===== config.mk =====
export PLATFORM = sky130hd
export DESIGN_NAME = id_ex_operand_stage
export DESIGN_NICKNAME = d
export VERILOG_FILES = /design/src/rtl/id_ex_operand_stage.sv
export SDC_FILE = /design/constraint.sdc
export NUM_CORES = 1
export LEC_CHECK = 0
export ABC_AREA = 0
export CAP_MARGIN = 20
export CORE_AREA = 2 2 126 128
export CTS_CLUSTER_SIZE = 14
export DETAILED_ROUTE_END_ITERATION = 12
export DIE_AREA = 0 0 128 130
export PLACE_DENSITY = 0.8
export SYNTH_ARGS = -nofsm -noshare
export SYNTH_HDL_FRONTEND = slang
export SYNTH_SLANG_ARGS = --single-unit

===== constraint.sdc =====
create_clock -name clk -period 1.9 [get_ports clk]
set_input_delay 0.38 -clock clk [delete_from_list [all_inputs] [get_ports clk]]
set_output_delay 0.38 -clock clk [all_outputs]
set_load 0.05 [all_outputs]

===== src/rtl/id_ex_operand_stage.sv =====
// ---------------------------------------------------------------------------
// id_ex_operand_stage
//   ID/EX pipeline register plus the EX-side operand select feeding the ALU.
//   Decoded operands and control are captured each cycle. stall holds them
//   and flush loads a bubble; flush wins over stall. With forwarding enabled,
//   RAW hazards are resolved from the EX/MEM and MEM/WB stages. EX/MEM has
//   priority, and register 0 is never forwarded.
//
// Configuration macro:
//   ID_EX_FORWARD_EN - defined  : forwarding muxes on operands a and rt.
//                      undefined: fwd_*_sel tied to 00, operands come straight
//                                 from the stored register-file data, and the
//                                 exmem_* / memwb_* inputs are ignored.
//
// Ports:
//   clk, rst_n             rising-edge clock, asynchronous active-low reset
//   stall, flush           hold current contents / load a bubble
//   id_*                   decoded instruction from the ID stage
//   exmem_*, memwb_*       destination / write-enable / value of later stages
//   alu_a, alu_b           ALU operands (b = imm when alu_src is set)
//   alu_c_in, alu_operation ALU control taken from the stored fields
//   ex_rt_data             forwarded rt value (store data)
//   ex_rd, ex_reg_write    destination and write-enable carried to EX/MEM
//   ex_valid               EX slot holds a real instruction
//   fwd_a_sel, fwd_b_sel   00 register file, 01 MEM/WB, 10 EX/MEM
// ---------------------------------------------------------------------------
module id_ex_operand_stage #(
  parameter int W = 32,
  parameter int A = 5
) (
  input  logic         clk,
  input  logic         rst_n,
  input  logic         stall,
  input  logic         flush,
  input  logic         id_valid,
  input  logic [W-1:0] id_rs_data,
  input  logic [W-1:0] id_rt_data,
  input  logic [W-1:0] id_imm,
  input  logic [A-1:0] id_rs_addr,
  input  logic [A-1:0] id_rt_addr,
  input  logic [A-1:0] id_rd_addr,
  input  logic [2:0]   id_alu_op,
  input  logic         id_c_in,
  input  logic         id_alu_src,
  input  logic         id_reg_write,
  input  logic [A-1:0] exmem_rd,
  input  logic         exmem_reg_write,
  input  logic [W-1:0] exmem_result,
  input  logic [A-1:0] memwb_rd,
  input  logic         memwb_reg_write,
  input  logic [W-1:0] memwb_result,
  output logic [W-1:0] alu_a,
  output logic [W-1:0] alu_b,
  output logic         alu_c_in,
  output logic [2:0]   alu_operation,
  output logic [W-1:0] ex_rt_data,
  output logic [A-1:0] ex_rd,
  output logic         ex_reg_write,
  output logic         ex_valid,
  output logic [1:0]   fwd_a_sel,
  output logic [1:0]   fwd_b_sel
);

  typedef struct packed {
    logic         valid;
    logic [W-1:0] rs_data;
    logic [W-1:0] rt_data;
    logic [W-1:0] imm;
    logic [A-1:0] rs_addr;
    logic [A-1:0] rt_addr;
    logic [A-1:0] rd_addr;
    logic [2:0]   alu_op;
    logic         c_in;
    logic         alu_src;
    logic         reg_write;
  } id_ex_t;

  id_ex_t ex_d, ex_q;

  logic [W-1:0] rs_fwd;
  logic [W-1:0] rt_fwd;

  // Next-state select: flush beats stall, stall beats capture.
  always_comb begin
    // NOTE: assign a default first so every path drives ex_d; otherwise a latch is inferred.
    ex_d = ex_q;
    if (flush) begin
      ex_d = '0;
    end else if (!stall) begin
      ex_d.valid     = id_valid;
      ex_d.rs_data   = id_rs_data;
      ex_d.rt_data   = id_rt_data;
      ex_d.imm       = id_imm;
      ex_d.rs_addr   = id_rs_addr;
      ex_d.rt_addr   = id_rt_addr;
      ex_d.rd_addr   = id_rd_addr;
      ex_d.alu_op    = id_alu_op;
      ex_d.c_in      = id_c_in;
      ex_d.alu_src   = id_alu_src;
      // A bubble must never write the register file.
      ex_d.reg_write = id_reg_write & id_valid;
    end
  end

  always_ff @(posedge clk or negedge rst_n) begin
    // NOTE: sequential state uses non-blocking assignments so all flops update together.
    if (!rst_n) begin
      ex_q <= '0;
    end else begin
      ex_q <= ex_d;
    end
  end

`ifdef ID_EX_FORWARD_EN
  // The selects are evaluated live on the held addresses, so during a stall
  // the operands still track newly arriving EX/MEM and MEM/WB values.
  always_comb begin
    fwd_a_sel = 2'b00;
    fwd_b_sel = 2'b00;
    if (ex_q.valid) begin
      if (exmem_reg_write && (exmem_rd != '0) && (exmem_rd == ex_q.rs_addr)) begin
        fwd_a_sel = 2'b10;
      end else if (memwb_reg_write && (memwb_rd != '0) && (memwb_rd == ex_q.rs_addr)) begin
        fwd_a_sel = 2'b01;
      end
      if (exmem_reg_write && (exmem_rd != '0) && (exmem_rd == ex_q.rt_addr)) begin
        fwd_b_sel = 2'b10;
      end else if (memwb_reg_write && (memwb_rd != '0) && (memwb_rd == ex_q.rt_addr)) begin
        fwd_b_sel = 2'b01;
      end
    end
  end

  always_comb begin
    case (fwd_a_sel)
      2'b10:   rs_fwd = exmem_result;
      2'b01:   rs_fwd = memwb_result;
      default: rs_fwd = ex_q.rs_data;
    endcase
    case (fwd_b_sel)
      2'b10:   rt_fwd = exmem_result;
      2'b01:   rt_fwd = memwb_result;
      default: rt_fwd = ex_q.rt_data;
    endcase
  end
`else
  // Without forwarding, the hazard unit or software inserts the stalls; the
  // later-stage inputs and stored source indices are deliberately ignored.
  logic unused_fwd_inputs;
  assign unused_fwd_inputs = ^{exmem_rd, exmem_reg_write, exmem_result,
                               memwb_rd, memwb_reg_write, memwb_result,
                               ex_q.rs_addr, ex_q.rt_addr};

  assign fwd_a_sel = 2'b00;
  assign fwd_b_sel = 2'b00;
  assign rs_fwd    = ex_q.rs_data;
  assign rt_fwd    = ex_q.rt_data;
`endif

  assign alu_a         = rs_fwd;
  assign alu_b         = ex_q.alu_src ? ex_q.imm : rt_fwd;
  assign ex_rt_data    = rt_fwd;
  assign alu_c_in      = ex_q.c_in;
  assign alu_operation = ex_q.alu_op;
  assign ex_rd         = ex_q.rd_addr;
  assign ex_reg_write  = ex_q.reg_write;
  assign ex_valid      = ex_q.valid;

endmodule


==> results.md, run 1 <==
- The run finished with clean final reports.
- The wire length of the first global-routing pass is 18.7 mm.
- The final max-slew violation count is 0.
- The fraction of the cycle the final worst path needs is 0.980.
- The cell row count is 46.
- The die covers around 0.017 sq mm.
- The met2 demand-to-capacity share in global routing is 0.243.
- The final weighted congestion in routability-driven placement is 0.742.
- CTS placed an instance of sky130_fd_sc_hd__clkbuf_16 at the clock tree root.
- Of all nets on the critical path, the largest fanout is 15.
- 309 I/O pins were placed.
- Summed over all cells, the static leakage comes to 3.95 nW.
- After detailed routing, the total wire length is 12.3 mm.
- STA classifies the critical path endpoint as a primary output.
- The summed instance area of the synthesized netlist is 0.00529 sq mm.
- The worst register-to-register path has a setup slack of 0.98 ns.
- The effective utilization at floorplan is 0.343.
- The maximum number of pins on one net before global-route repair is 109.
- The floorplan die width is between 100 and 150 um.
- The most common cell after layout, fill and taps aside is sky130_fd_sc_hd__clkdlybuf4s50_1.
- In the synthesized netlist, the number of instances is 462.
- Internal power comes to 0.00405 W.
- The clock buffer count from CTS is 9.
- Across the run, the number of max-cap violations was 0.
- TritonCTS built the clock tree.
- The global router's overall resource usage is 0.144.
- The post-synthesis sequential area ratio is 0.511.
- At the end of the flow the core is filled with cells to 0.477.
- The arrival time at the worst endpoint is 1.48 ns.
- The count of final hold-check violations is 0.
- The diode insertion count for antenna repair is 0.
- Setup violations remaining at the end of the flow were counted as 0.
- The proportion of layout cells with a drive suffix above 1 is 0.199.
- CTS built an H-tree with a depth of 3.
- The total overflow left after global routing is 0.
- The switching fraction of total power is 0.302.
- In the global route stage, met3 resource usage came out at 0.0426.
- On the final layout, the worst clock skew is 0 ns.
- The wire-length estimate of the detail-placed layout is between 8 and 9 mm.
- STA classifies the critical path startpoint as a flip-flop.
- The routed length per placed instance is 15.5 um.
- The first TritonRoute pass finished after 4 iterations.
- In this run the tightest slew margin relative to its limit is 0.649.
- For this run, the top clock speed supported by timing is 0.537 GHz.
- In this run, distinct cell masters in the synthesized netlist total 12.
- The total power draw is 0.00580 W.
- For this run, the number of Yosys warnings is 0.
- The proportion of power drawn by the clock network is 0.314.
- The share of total power dissipated in sequential elements is 0.432.
- Across the VDD grid, the largest voltage drop is 0.386 mV.
- Summed over all nets, the switching power comes to about 0.0018 W.
- Counting flops and latches in the post-synthesis netlist gives 108.
- The worst min-delay path category is primary input to flip-flop.
- For this run, the post-layout net count is 797.
- The initial antenna violation count is 0.
- The layer with the highest usage is met2.
- The worst-skew pair later-pin latency is 0.34 ns.
- At the worst endpoint, the required time is roughly 1.5 ns.
- The clock period could shrink to 1.86 ns.
- From synthesis to final layout, the design area changed by 39.1%.
- Clock-pin slew was measured on the worst setup and hold paths at 0.07 ns.
- In the routed layout, each cell is associated on average with a via count of 4.54.
- Of the post-synthesis cell area, the dominant cell type holds 0.511.
- The critical path is of the flip-flop to primary output type.
- The deepest clock path buffer count is 2.
- Hold timing on the final database bottoms out at a slack of 0.414 ns.
- The via count is 3,613.
- The power density over the cells is a little under 800 mW/mm^2.
- Setup repair after global routing left no endpoint under its margin.
- For met1 alone, demand over resource in global routing was 0.175.
- The vertical extent of the die is 130 um.
- The first routing iteration left 80 violations.
- After detailed routing, the number of remaining DRC violations is 0.
- Of the total power, combinational logic draws 0.254.
- The actual transition at the worst max-transition pin is 0.526 ns.
- Once detail routing completed, the nets flagged for antenna violations numbered 0.
- In the layout the commonest cells are sky130_fd_sc_hd__clkdlybuf4s50_1 (110), sky130_fd_sc_hd__mux2i_1 (107), sky130_fd_sc_hd__nor2_1 (107), sky130_fd_sc_hd__dfrtp_1 (107), sky130_fd_sc_hd__buf_4 (49).
- The post-synthesis cell type with the largest combined area is sky130_fd_sc_hd__dfrtp_1.
- The core footprint is 0.0154 sq mm.
- In the final timing run, aggregate negative setup slack is 0 ns.
- The tree built by TritonCTS fans out to roughly 110 sinks.
- The mean area per synthesized cell is ~11 sq um.
- Ranked by total cell area, the synthesized netlist is headed by sky130_fd_sc_hd__dfrtp_1 (51%), sky130_fd_sc_hd__mux2i_1 (20%), sky130_fd_sc_hd__buf_4 (12%).
- The via count of the first global-routing pass came to about 3,700.
- The count of buffers inserted at the top-level ports is approximately 220.
==> Yosys cell counts <==
| cell | count |
|---|---|
| sky130_fd_sc_hd__dfrtp_1 | 108 |
| sky130_fd_sc_hd__mux2i_1 | 107 |
| sky130_fd_sc_hd__nor2_1 | 107 |
| sky130_fd_sc_hd__buf_4 | 86 |
| sky130_fd_sc_hd__mux2_2 | 32 |
| sky130_fd_sc_hd__buf_2 | 8 |
| sky130_fd_sc_hd__clkbuf_1 | 8 |
| sky130_fd_sc_hd__buf_6 | 2 |
| sky130_fd_sc_hd__a21oi_1 | 1 |
| sky130_fd_sc_hd__conb_1 | 1 |
| sky130_fd_sc_hd__nand2_1 | 1 |
| sky130_fd_sc_hd__nand3b_1 | 1 |
==> layout make-up <==
cell class | count | area [sq um]
sequential | 108 | 2700
tap | 192 | 240
fill | 1356 | 8060
multi-input combinational | 253 | 1870
clock buffer | 12 | 236
clock inverter | 4 | 50.0
timing repair buffer | 227 | 2270
==> registers in the layout (all words and copies together), names as in the netlist <==
signal / cells
alu_a: 32
alu_c_in: 1
ex_reg_write: 1
ex_rt_data: 32
ex_valid: 1
ex_q: 33
alu_operation: 3
ex_rd: 5
==> power groups by stage <==
stage / sequential (W) / combinational [W] / clock, W
floorplan: 0.00254 / 0.00101 / 0
global placement: 0.00255 / 0.00146 / 0
detailed placement: 0.00255 / 0.00148 / 0
CTS: 0.00251 / 0.00147 / 0.00189
global route: 0.00253 / 0.00156 / 0.00199
finish: 0.00251 / 0.00147 / 0.00182
==> path summary, 6_finish.rpt <==
check | to | from | depth (start not counted)
worst max-delay path | alu_b[10] | ex_q[1]$_DFFE_PN0P_ | 3
worst min-delay path | ex_reg_write$_DFFE_PN0P_ | stall | 3
worst max register to register | ex_q[1]$_DFFE_PN0P_ | ex_q[1]$_DFFE_PN0P_ | 3
worst min register to register | alu_a[4]$_DFFE_PN0P_ | alu_a[4]$_DFFE_PN0P_ | 2
max in group asynchronous | alu_a[14]$_DFFE_PN0P_ | rst_n | 3
min in group asynchronous | alu_a[16]$_DFFE_PN0P_ | rst_n | 2
==> metal layers <==
| metal | vias up | share of wire |
|---|---|---|
| met5 | - | 0 |
| met4 | 0 | 0.018 |
| met3 | 16 | 0.089 |
| met2 | 161 | 0.48 |
| met1 | 1725 | 0.41 |
| li1 | 1711 | - |
==> kinds of logic (layout without fill, tap and decap cells) <==
family,Yosys count,in the layout,synth area share
DFF,108,108,0.511
other,1,4,0.000708
muxes,139,139,0.270
AOI/OAI and AO/OA,1,1,0.000944
and+or+nand+nor,109,109,0.0780
buffers and inverters,104,243,0.139
==> repair_timing <==
item | 4_1_cts | 5_1_grt
buffers inserted | 0 | 0
cloned | 0 | 0
hold endpoints to repair | 22 | 0
hold buffers | 1 | 0
resized for setup | 28 | 34
endpoints found under the setup margin | 40 | 34
==> worst max-delay path, stage by stage, from the launching register on <==
cell and delay (ns):
sky130_fd_sc_hd__dfrtp_2 0.41, sky130_fd_sc_hd__buf_12 0.17, sky130_fd_sc_hd__mux2_2 0.36, sky130_fd_sc_hd__buf_4 0.19
==> through the flow <==
stage | setup slack (ns) | cells | cell area, sq um
2_1_floorplan | 0.403 | 465 | 5310
3_3_place_gp | 0.315 | 779 | 6980
3_5_place_dp | 0.311 | 779 | 6980
4_1_cts | 0.00176 | 796 | 7260
5_1_grt | 0.00365 | 796 | 7360
6_report | 0.0384 | 796 | 7360
Note: power is estimated with default switching activity, not from simulation.
==> run 2: changes to the inputs <==
- GPL_TIMING_DRIVEN: not set -> 0
==> run 2 against run 1 <==
The run now ends with setup timing left. Final cell count is 12% higher. Wire length is 15% higher. Total power is 8.2% higher. Setup slack worse by 0.052 ns. Die area stayed put. Sequential share of layout area is 3.6 points lower. Largest cell class is now non-clock buffers.
==> results.md, run 2 (same netlist as run 1, synthesis figures left out) <==
- Run status: finished with violations (was completed).
- The checks that failed: setup timing.
- The worst-skew pair later-pin latency is 0.35 ns (was 0.34 ns).
- The proportion of power drawn by the clock network is 0.339 (was 0.314).
- The via-per-instance ratio came to 4.40 (was 4.54).
- The final max-slew violation count is 0 (unchanged).
- The routed length per placed instance came to 15.9 um (was 15.5 um).
- The top register by number of flip-flops was ex_q (unchanged).
- The internal power summed over all cells is 0.00442 W (was 0.00405 W).
- The library cell contributing the largest single delay on the critical path is sky130_fd_sc_hd__dfrtp_1 (was sky130_fd_sc_hd__dfrtp_2).
- The arrival time at the worst endpoint is 1.53 ns (was 1.48 ns).
- The flip-flop count of the largest register, all copies and words added is 33 (unchanged).
- The wire length of the first global-routing pass is 21.7 mm (was 18.7 mm).
- The fraction of the cycle the final worst path needs was 1.01 (was 0.980).
- The CTS sink count is 108 (unchanged).
- The worst IR drop on VDD came to 0.530 mV (was 0.386 mV).
- The diode insertion count for antenna repair is 0 (unchanged).
- The number of filler instances in the final layout was 1,404 (was 1,356).
- The via count of the first global-routing pass is 3,962 (was 3,676).
- The proportion of layout cells with a drive suffix above 1 came to 0.256 (was 0.199).
- The total power draw is 0.00628 W (was 0.00580 W).
- The type of the worst setup path is flip-flop to primary output (unchanged).
- The clock tree from TritonCTS is yes (unchanged).
- The number of buffers and inverters on the critical path was 3 (was 2).
- The count of TritonRoute iterations in the first routing pass is 3 (was 4).
- The total length of routed wires came to 14.1 mm (was 12.3 mm).
- The type of element launching the critical path is a flip-flop (unchanged).
- The worst min-delay path category is primary input to asynchronous set/reset pin (was primary input to flip-flop).
- The worst-case headroom to the max-slew limit is 0.565 (was 0.649).
- The count of buffers inserted at the top-level ports is 216 (was 218).
- The power density over the cells is 769 mW/mm^2 (was 788 mW/mm^2).
- The final setup TNS is -0.0138 ns (was 0 ns).
- The final-report setup violation count is 1 (was 0).
- The largest delay contributor family on the critical path is buffers and inverters (was flip-flops).
- The part of the total power dissipated in sequential elements came to 0.400 (was 0.432).
- The die footprint came to 0.0166 sq mm (unchanged).
- The count of nets after finishing is 894 (was 797).
- The biggest fanout along the worst timing path came to 7 (was 15).
- The remaining design rule violation count is 0 (unchanged).
- The number of nets with antenna violations after detailed routing is 0 (unchanged).
- The count of H-tree levels built during CTS is 3 (unchanged).
- The top-level I/O count was 309 (unchanged).
- The smallest setup slack after layout is -0.0138 ns (was 0.0384 ns).
- The vertical extent of the die is 130 um (unchanged).
- The sum of net half-perimeters after detailed placement is 10.2 mm (was 8.95 mm).
- Ordered list of cells on the worst path: buf_8 > buf_4 > mux2_2 > buf_2 (was buf_12 > mux2_2 > buf_4).
- The count of final hold-check violations was 0 (unchanged).
- The clock tree root driver cell is sky130_fd_sc_hd__clkbuf_16 (unchanged).
- The max-cap violation count was 0 (unchanged).
- The cell row count is 46 (unchanged).
- The core footprint came to 0.0154 sq mm (unchanged).
- The global router's overall resource usage came to 0.172 (was 0.144).
- The instance area at placement was 0.00774 sq mm (was 0.00698 sq mm).
- The post-CTS clock slew at the launch and capture registers of the worst setup and hold paths is 0.07 ns (about the same).
- The deepest clock path buffer count is 2 (unchanged).
- The area growth from synthesis to layout came to 54.3% (was 39.1%).
- The nature of the critical path endpoint is a primary output (unchanged).
- The switching fraction of total power was 0.295 (was 0.302).
- The detailed router's first-iteration violation count was 149 (was 80).
- The actual transition at the worst max-transition pin is 0.652 ns (was 0.526 ns).
- The final clock skew is 0 ns (unchanged).
- The effective utilization at floorplan is 0.343 (unchanged).
- The proportion of power drawn by combinational gates is 0.262 (was 0.254).
- The clock buffer count from CTS is 9 (unchanged).
- The worst path required time was 1.52 ns (about the same).
- The initial antenna violation count is 0 (unchanged).
- The via count is 3,916 (was 3,613).
- The critical path's largest stage delay is 0.35 ns (was 0.41 ns).
- The final critical-path required period came to 1.91 ns (was 1.86 ns).
- The floorplan die width came to 128 um (unchanged).
- The post-route cell area is 0.00817 sq mm (was 0.00736 sq mm).
- The leakage power of the design is 4.36 nW (was 3.95 nW).
- The maximum number of pins on one net before global-route repair is 60 (was 109).
- Commonest cells after routing, fill and taps aside: sky130_fd_sc_hd__dfrtp_1 (108), sky130_fd_sc_hd__clkdlybuf4s50_1 (108), sky130_fd_sc_hd__mux2i_1 (107), sky130_fd_sc_hd__nor2_1 (107), sky130_fd_sc_hd__buf_4 (88) (was sky130_fd_sc_hd__clkdlybuf4s50_1 (110), sky130_fd_sc_hd__mux2i_1 (107), sky130_fd_sc_hd__nor2_1 (107), sky130_fd_sc_hd__dfrtp_1 (107), sky130_fd_sc_hd__buf_4 (49)).
- The power dissipated by switching net loads came to 0.00185 W (was 0.00175 W).
- The final weighted congestion in routability-driven placement came to 0.702 (was 0.742).
- The sum of overflow across all layers after global routing is 0 (unchanged).
- The highest achievable clock rate is 0.523 GHz (was 0.537 GHz).
- RSZ-0062 raised after global routing: yes (was no).
## run 2: stage by stage
stage               worst slack (ns)  std cells  hold slack, ns   util
floorplan                      0.403        465          0.0844      -
detailed placement            -0.455        874           0.407  0.502
CTS                           -0.102        891          0.0223  0.526
global route                 -0.0640        891          0.0424  0.529
finish                       -0.0138        891         0.00395  0.529
global placement               -3.94        873           0.499  0.500
## run 2: timing repair
item                       CTS  global route
hold buffers                 0             0
cloned                       1             0
setup endpoints to repair  106            30
buffers inserted             2             2
resized for setup          307            24
## run 2: final cells by class
class,instances,area (sq um),share of cell area
multi-input cells,253,1910,0.234
flip-flops and latches,108,2700,0.331
clock buffers,9,225,0.0276
clock inverters,5,103,0.0126
repair buffers,221,2210,0.271
plain buffers,103,768,0.0941
well taps,192,240,0.0294
## run 2: worst paths after layout
path | start | slack (ns) | depth (start not counted) | to
worst max-delay path | ex_q[1]$_DFFE_PN0P_ | -0.01 | 4 | alu_b[31]
worst min-delay path | rst_n | 0.004 | 1 | ex_rd[2]$_DFFE_PN0P_
worst max register to register | ex_q[1]$_DFFE_PN0P_ | 0.91 | 4 | ex_q[1]$_DFFE_PN0P_
worst min register to register | ex_q[51]$_DFFE_PN0P_ | 0.52 | 2 | ex_q[51]$_DFFE_PN0P_
max in group asynchronous | rst_n | 1.23 | 2 | ex_q[50]$_DFFE_PN0P_
min in group clk | ex_q[51]$_DFFE_PN0P_ | 0.52 | 2 | ex_q[51]$_DFFE_PN0P_
## run 2: power groups by stage
stage,combinational (W),sequential [W],clock [W]
floorplan,0.00101,0.00254,0
global placement,0.00163,0.00255,0
detailed placement,0.00166,0.00255,0
CTS,0.00165,0.00251,0.00220
global route,0.00175,0.00253,0.00229
finish,0.00164,0.00251,0.00213
## run 2: routing by layer
metal / routed length, um / GRT usage / vias up
met3: 1180 / 0.0570 / 10
met2: 6440 / 0.274 / 151
li1: - / - / 1907
met5: 0 / 0 / -
met1: 6350 / 0.221 / 1848
met4: 159 / 0.0562 / 0
